<file path="src/rtl/bju_pkg.sv">
// bju_pkg: shared encodings (branch funct3, jump type, forwarding select, BTB update op) and counter constants
package bju_pkg;
  typedef enum logic [2:0] {
    BR_BEQ  = 3'b000,
    BR_BNE  = 3'b001,
    BR_NB0  = 3'b010,
    BR_NB1  = 3'b011,
    BR_BLT  = 3'b100,
    BR_BGE  = 3'b101,
    BR_BLTU = 3'b110,
    BR_BGEU = 3'b111
  } br_e;
  typedef enum logic {JT_JALR = 1'b0, JT_JAL = 1'b1} jt_e;
  typedef enum logic [1:0] {FW_NONE = 2'b00, FW_E = 2'b01, FW_M = 2'b10, FW_W = 2'b11} fw_e;
  typedef enum logic [2:0] {UPD_NONE, UPD_TRAIN, UPD_ALLOC_BR, UPD_ALLOC_JAL, UPD_INVAL} upd_e;
  localparam logic [1:0] CTR_RST   = 2'b01;
  localparam logic [1:0] CTR_ALLOC = 2'b10;
  function automatic logic is_cond(input logic [2:0] br);
    return br[2:1] != 2'b01;
  endfunction
endpackage

</file>
<file path="src/rtl/bju_btb.sv">
// bju_btb: direct-mapped BTB + 2-bit BHT; ports: rd_pc->rd_taken/rd_target (Fetch), upd_pc->upd_hit (Decode), upd_op/upd_taken/upd_target (sync write)
module bju_btb
  import bju_pkg::*;
#(
  parameter int XLEN  = 32,
  parameter int IDX_W = 6
) (
  input  logic            clk,
  input  logic            rst_n,
  input  logic [XLEN-3:0] rd_pc,
  output logic            rd_taken,
  output logic [XLEN-1:0] rd_target,
  input  logic [XLEN-3:0] upd_pc,
  output logic            upd_hit,
  input  upd_e            upd_op,
  input  logic            upd_taken,
  input  logic [XLEN-1:0] upd_target
);
  localparam int N     = 1 << IDX_W;
  localparam int TAG_W = XLEN - 2 - IDX_W;
  logic [N-1:0]      valid_q, valid_d, jal_q, jal_d;
  logic [1:0]        ctr_q [N];
  logic [1:0]        ctr_d [N];
  logic [TAG_W-1:0]  tag_q [N];
  logic [TAG_W-1:0]  tag_d [N];
  logic [XLEN-1:0]   tgt_q [N];
  logic [XLEN-1:0]   tgt_d [N];
  logic [IDX_W-1:0]  ri, ui;
  logic [1:0]        uc;
  assign ri        = rd_pc[IDX_W-1:0];
  assign ui        = upd_pc[IDX_W-1:0];
  assign rd_taken  = valid_q[ri] && tag_q[ri] == rd_pc[XLEN-3:IDX_W] && (jal_q[ri] || ctr_q[ri][1]);
  assign rd_target = tgt_q[ri];
  assign upd_hit   = valid_q[ui] && tag_q[ui] == upd_pc[XLEN-3:IDX_W];
  assign uc        = ctr_q[ui];
  always_comb begin
    valid_d = valid_q;
    jal_d   = jal_q;
    ctr_d   = ctr_q;
    tag_d   = tag_q;
    tgt_d   = tgt_q;
    if (upd_op == UPD_TRAIN)
      ctr_d[ui] = upd_taken ? (uc == 2'b11 ? uc : uc + 2'd1) : (uc == 2'b00 ? uc : uc - 2'd1);
    if (upd_op == UPD_ALLOC_BR || upd_op == UPD_ALLOC_JAL) begin
      valid_d[ui] = 1'b1;
      jal_d[ui]   = upd_op == UPD_ALLOC_JAL;
      tag_d[ui]   = upd_pc[XLEN-3:IDX_W];
      tgt_d[ui]   = upd_target;
    end
    if (upd_op == UPD_ALLOC_BR) ctr_d[ui] = CTR_ALLOC;
    if (upd_op == UPD_INVAL) valid_d[ui] = 1'b0;
  end
  always_ff @(posedge clk or negedge rst_n) begin
    if (!rst_n) begin
      valid_q <= '0;
      for (int i = 0; i < N; i++) ctr_q[i] <= CTR_RST;
    end else begin
      valid_q <= valid_d;
      ctr_q   <= ctr_d;
    end
  end
  always_ff @(posedge clk) begin
    jal_q <= jal_d;
    tag_q <= tag_d;
    tgt_q <= tgt_d;
  end
endmodule

</file>
<file path="src/rtl/bju_bp.sv">
// bju_bp: predicting branch/jump unit; Fetch PC_F->pred_taken_F/pred_target_F, Decode resolve->taken_D/redirect_D/redirect_PC_D, perf counters
module bju_bp
  import bju_pkg::*;
#(
  parameter int XLEN        = 32,
  parameter int BTB_ENTRIES = 64,
  parameter int CNT_W       = 32
) (
  input  logic             clk,
  input  logic             rst_n,
  input  logic [XLEN-1:0]  PC_F,
  output logic             pred_taken_F,
  output logic [XLEN-1:0]  pred_target_F,
  input  logic             stall_D,
  input  logic             flush_D,
  input  logic             valid_D,
  input  logic [XLEN-1:0]  PC_D,
  input  logic [XLEN-1:0]  rs1_D,
  input  logic [XLEN-1:0]  rs2_D,
  input  logic [XLEN-1:0]  imm_D,
  input  logic [XLEN-1:0]  ALU_result_E,
  input  logic [XLEN-1:0]  ALU_result_M,
  input  logic [XLEN-1:0]  WB_data,
  input  logic [1:0]       forward_A_D,
  input  logic [1:0]       forward_B_D,
  input  logic [2:0]       branch,
  input  logic             jump,
  input  logic             jump_type,
  output logic             redirect_D,
  output logic [XLEN-1:0]  redirect_PC_D,
  output logic             taken_D,
  output logic [CNT_W-1:0] br_count,
  output logic [CNT_W-1:0] mispred_count
);
  localparam int IDX_W = $clog2(BTB_ENTRIES);
  logic             hit_taken, d_hit, pred_taken_q, pred_taken_d;
  logic [XLEN-1:0]  btb_tgt, pred_target_q, pred_target_d, fa, fb, jalr_sum, target;
  logic [CNT_W-1:0] br_count_q, br_count_d, mispred_count_q, mispred_count_d;
  logic             eq, lt, ltu, cond, cond_true, res;
  upd_e             upd_op;
  bju_btb #(.XLEN(XLEN), .IDX_W(IDX_W)) u_btb (
    .clk        (clk),
    .rst_n      (rst_n),
    .rd_pc      (PC_F[XLEN-1:2]),
    .rd_taken   (hit_taken),
    .rd_target  (btb_tgt),
    .upd_pc     (PC_D[XLEN-1:2]),
    .upd_hit    (d_hit),
    .upd_op     (upd_op),
    .upd_taken  (taken_D),
    .upd_target (target)
  );
  always_comb begin
    pred_taken_F  = hit_taken;
    pred_target_F = hit_taken ? btb_tgt : PC_F + XLEN'(4);
    fa = forward_A_D == FW_E ? ALU_result_E : forward_A_D == FW_M ? ALU_result_M :
         forward_A_D == FW_W ? WB_data : rs1_D;
    fb = forward_B_D == FW_E ? ALU_result_E : forward_B_D == FW_M ? ALU_result_M :
         forward_B_D == FW_W ? WB_data : rs2_D;
    eq  = fa == fb;
    lt  = $signed(fa) < $signed(fb);
    ltu = fa < fb;
    cond = is_cond(branch);
    cond_true = branch == BR_BEQ ? eq : branch == BR_BNE ? !eq : branch == BR_BLT ? lt :
                branch == BR_BGE ? !lt : branch == BR_BLTU ? ltu : branch == BR_BGEU ? !ltu : 1'b0;
    jalr_sum = fa + imm_D;
    target   = jump && jump_type == JT_JALR ? {jalr_sum[XLEN-1:1], 1'b0} : PC_D + imm_D;
    taken_D  = valid_D && (jump || cond_true);
    // reset also blocks resolution so no redirect or table write leaks out while rst_n is low
    res = rst_n && valid_D && !stall_D;
    redirect_D    = res && (taken_D != pred_taken_q || (taken_D && target != pred_target_q));
    redirect_PC_D = taken_D ? target : PC_D + XLEN'(4);
    // JALR is deliberately never allocated; a hit on a non-control-flow instruction is an alias to evict
    upd_op = !res ? UPD_NONE :
             jump ? (jump_type == JT_JAL ? UPD_ALLOC_JAL : UPD_NONE) :
             cond ? (d_hit ? UPD_TRAIN : taken_D ? UPD_ALLOC_BR : UPD_NONE) :
             d_hit ? UPD_INVAL : UPD_NONE;
    pred_taken_d    = !flush_D && (stall_D ? pred_taken_q : pred_taken_F);
    pred_target_d   = flush_D ? '0 : stall_D ? pred_target_q : pred_target_F;
    br_count_d      = br_count_q + CNT_W'(res && (jump || cond));
    mispred_count_d = mispred_count_q + CNT_W'(redirect_D);
  end
  always_ff @(posedge clk or negedge rst_n) begin
    if (!rst_n) begin
      pred_taken_q    <= 1'b0;
      pred_target_q   <= '0;
      br_count_q      <= '0;
      mispred_count_q <= '0;
    end else begin
      pred_taken_q    <= pred_taken_d;
      pred_target_q   <= pred_target_d;
      br_count_q      <= br_count_d;
      mispred_count_q <= mispred_count_d;
    end
  end
  assign br_count      = br_count_q;
  assign mispred_count = mispred_count_q;
endmodule

</file>
<file path="config.mk">
export PLATFORM = sky130hd
export DESIGN_NAME = bju_bp
export DESIGN_NICKNAME = d
export VERILOG_FILES = /design/src/rtl/bju_pkg.sv /design/src/rtl/bju_btb.sv /design/src/rtl/bju_bp.sv
export SDC_FILE = /design/constraint.sdc
export NUM_CORES = 2
export LEC_CHECK = 0
export ABC_CLOCK_PERIOD_IN_PS = 8400
export BUFFER_PORTS_ARGS = -buffer_cell sky130_fd_sc_hd__buf_2
export CAP_MARGIN = 30
export CORE_UTILIZATION = 45
export DETAILED_ROUTE_END_ITERATION = 6
export MAX_ROUTING_LAYER = met4
export SLEW_MARGIN = 25
export SYNTH_ARGS = -nofsm -noshare
export SYNTH_HDL_FRONTEND = slang
export SYNTH_SLANG_ARGS = --single-unit
</file>
<file path="constraint.sdc">
create_clock -name clk -period 8.4 [get_ports clk]
set_input_delay 0.42 -clock clk [delete_from_list [all_inputs] [get_ports clk]]
set_output_delay 0.42 -clock clk [all_outputs]
set_load 0.02 [all_outputs]
</file>
==> out/qor.yml <==
status: "complete, but fails checks"
violations: "design-rule violations"
clockBufferDepth: 4
power.switching_mw: 11.9
finClkSkew_ns: 0.0793
synthAdderAreaFrac_pct: 0.733
wl_per_cell_um: 46.0
worst_ep_arrival_time_ns: 6.85
initial_utilization_pct: 45.2
ys_top_cells_by_area: "edfxtp_1 62%, mux4_2 17%, dfrtp_1 3.2%"
io_buffers: 400
grt.overflow.total: 0
synth_top_family_by_area: "multiplexers"
ys_top_cells_by_count: "3648 x edfxtp_1, 1288 x mux4_2, 415 x nand2_1"
synth-async-reset-ratio_pct: 7.34
fin_crit_sh_pct: 86.5
finalSetupTns_ns: 0
syn_area_per_cell_um2: 18.1
fin_nets: 10749
routed_wl_um: 736000
pwr-share-clk_pct: 40.7
synthMostInstantiatedCell: "edfxtp_1"
drv_cap: 0
netlist_instances: 9738
cts_root_buffer: "clkbuf_16"
path_class: "in2out"
synth_xor_area_share_pct: 1.14
crit_required_ns: 7.98
slew_violations: 0
synthFlopType: "edfxtp_1"
num_vias: 114688
cts_tree: "built"
synth.mux.area_fraction_pct: 19.3
tightestPinTransition_ns: 1.26
layout_min_cycle_time_ns: 7.27
antenna_found_initial: 102
grt_max_degree: 105
netlist_area_um2: 176000
max-vdd-ir-drop_uv: 183
grt_pass1_wl_um: 976000
drive_gt1_share_pct: 30.3
synth-compound-area-share_pct: 6.60
gp_congestion: 1.04
worst-path-max-fanout: 59
synth_edf_count: 3648
ys_seq_area_share_pct: 66.5
ff2ff_setup_slack_ns: 2.30
setup_viol: 0
nFillCells: 30959
p_int_mw: 34.5
drtIter0Drc: 21694
pwr_density_cell_nw_per_um2: 231
fmax_ghz: 0.138
hold_path.class: "in2reg"
grt_pass1_vias: 107997
maxSlewHeadroom_pct: 15.3
dpl.hpwl_um: 481000
clock_sinks: 3937
final_antenna_net_count: 0
die_x_um: 627
num_io_pins: 401
coreArea_um2: 389000
cts_resized: 0
end_kind: "primary output"
yosysTopAreaCell: "edfxtp_1"
yosysUniqueCellTypes: 97
track_usage_pct: 38.1
die_area_um2: 393000
yosys.area_share.simple_pct: 3.48
rows: 229
swShare_pct: 25.6
grt_setup_unrepaired: "no"
cellLeakagePower_nw: 65.6
timing.final.hold_violations: 0
p_seq_share_pct: 47.7
cts.htree.levels: 5
yosysWarnings: 0
start_kind: "input pin"
syn_nets: 10109
die_y_um: 627
ys_ff_latch: 3937
clk_pin_slew_ns: 0.06
via_per_inst: 7.16
cts-buffers-inserted: 411
insertion_delay_ns: 1.04
dr.pass1.iters: 7
comb_power_share_pct: 11.6
finalPower_mw: 46.4
drc: 115
synth.top_cell.area_share_pct: 62.3
area_growth_pct: 14.5
==> registers in the layout, indices dropped and copies added (netlist names), named ones only <==
name           flops
pred_taken_q       1
pred_target_q     32
br_count          32
mispred_count     32
u_btb.valid_q     64
u_btb.tgt_q     2048
u_btb.tag_q     1536
u_btb.jal_q       64
==> layout by cell type (no fill, tap or decap), types with 35 or more instances in the layout <==
| master | n |
|---|---|
| ha_1 | 99 |
| buf_12 | 96 |
| o21ai_0 | 168 |
| mux2i_1 | 234 |
| a31oi_1 | 97 |
| clkinv_2 | 91 |
| nand4_1 | 61 |
| and3_1 | 43 |
| diode_2 | 86 |
| clkinv_1 | 93 |
| nor2_1 | 250 |
| a221oi_1 | 169 |
| xor2_1 | 95 |
| mux2_2 | 179 |
| nand2_1 | 411 |
| nor3_1 | 50 |
| a22oi_1 | 212 |
| a221o_1 | 56 |
| mux4_2 | 1288 |
| bufinv_16 | 56 |
| nor2_4 | 68 |
| dfrtp_1 | 225 |
| inv_1 | 129 |
| nand3_1 | 119 |
| xnor2_1 | 131 |
| o211ai_1 | 123 |
| nand2b_1 | 55 |
| o221ai_1 | 35 |
| a22o_1 | 36 |
| o22ai_1 | 99 |
| clkbuf_16 | 419 |
| edfxtp_1 | 3648 |
| o2bb2ai_1 | 81 |
| clkbuf_1 | 62 |
| a21oi_1 | 299 |
| dfstp_2 | 64 |
| buf_4 | 386 |
| buf_2 | 392 |
| a211oi_1 | 35 |
==> power groups by stage <==
stage / clock network (mW) / logic, mW / registers (mW)
after global routing: 19.7 / 5.44 / 22.1
after floorplan: 0 / 2.53 / 22.6
after CTS: 19.0 / 5.19 / 22.1
final: 18.9 / 5.39 / 22.1
after global placement: 0 / 5.09 / 22.5
after detailed placement: 0 / 5.18 / 22.5
==> repair_timing <==
item | CTS | global route
endpoints found under the setup margin | 0 | 0
buffers inserted | 0 | 0
hold buffers | 9 | 0
hold endpoints to repair | 63 | 0
==> through the flow <==
stage	hold WS [ns]	setup WS (ns)	util, %	cells	cell area, um2
finish	0.0522	1.13	51.8	16007	201000
global route	0.00730	1.23	51.7	15977	201000
CTS	0.0167	1.16	51.6	15910	201000
detailed placement	0.283	0.672	48.1	15142	187000
global placement	0.284	0.482	48.0	15121	186000
floorplan	0.124	0.478	-	9738	176000
==> cells by family after synthesis <==
group,Yosys count
adder cells (fa/ha/maj),102
multiplexers,1739
AO/OA/AOI/OAI,1636
buffers and inverters,823
flip-flops,3937
AND/OR/NAND/NOR,1273
XOR/XNOR,228
==> per-layer routing <==
layer	GRT usage (%)	wire length (um)	vias up
li1	-	-	42237
met1	48.9	264000	60276
met2	52.3	314000	10025
met3	12.1	99100	2150
met4	24.1	58300	0
met5	-	0	-
==> worst max-delay path, stage by stage <==
cell,delay [ns]
buf_12,0.34
clkinv_1,0.74
buf_4,0.49
a221o_1,0.32
a21boi_0,0.82
a211oi_1,0.38
mux2_2,0.38
or4bb_1,0.50
nor4b_1,0.55
and4_4,0.82
mux2_2,0.51
buf_2,0.19
==> worst paths after layout <==
| kind | cells past startpoint | start | endpoint |
|---|---|---|---|
| max in group asynchronous | 5 | rst_n | async pin |
| max reg2reg | 15 | u_btb.tag_q[1395] | u_btb.tgt_q[717] |
| min in group asynchronous | 3 | rst_n | async pin |
| min reg2reg | 1 | flip-flop | flip-flop |
| min | 2 | PC_D[14] | u_btb.tag_q[870] |
| max | 12 | PC_F[2] | pred_target_F[5] |
==> cell type report <==
type,count,area (um2),share of cell area (%)
Tap cell,5197,6500,3.23
Multi-Input combinational cell,4978,56000,27.8
Timing Repair Buffer,908,7370,3.66
Antenna cell,86,215,0.107
Clock inverter,271,2970,1.48
Inverter,142,559,0.278
Clock buffer,488,10800,5.37
Sequential cell,3937,117000,58.1
No activity file was read; power rests on OpenSTA's default activity.
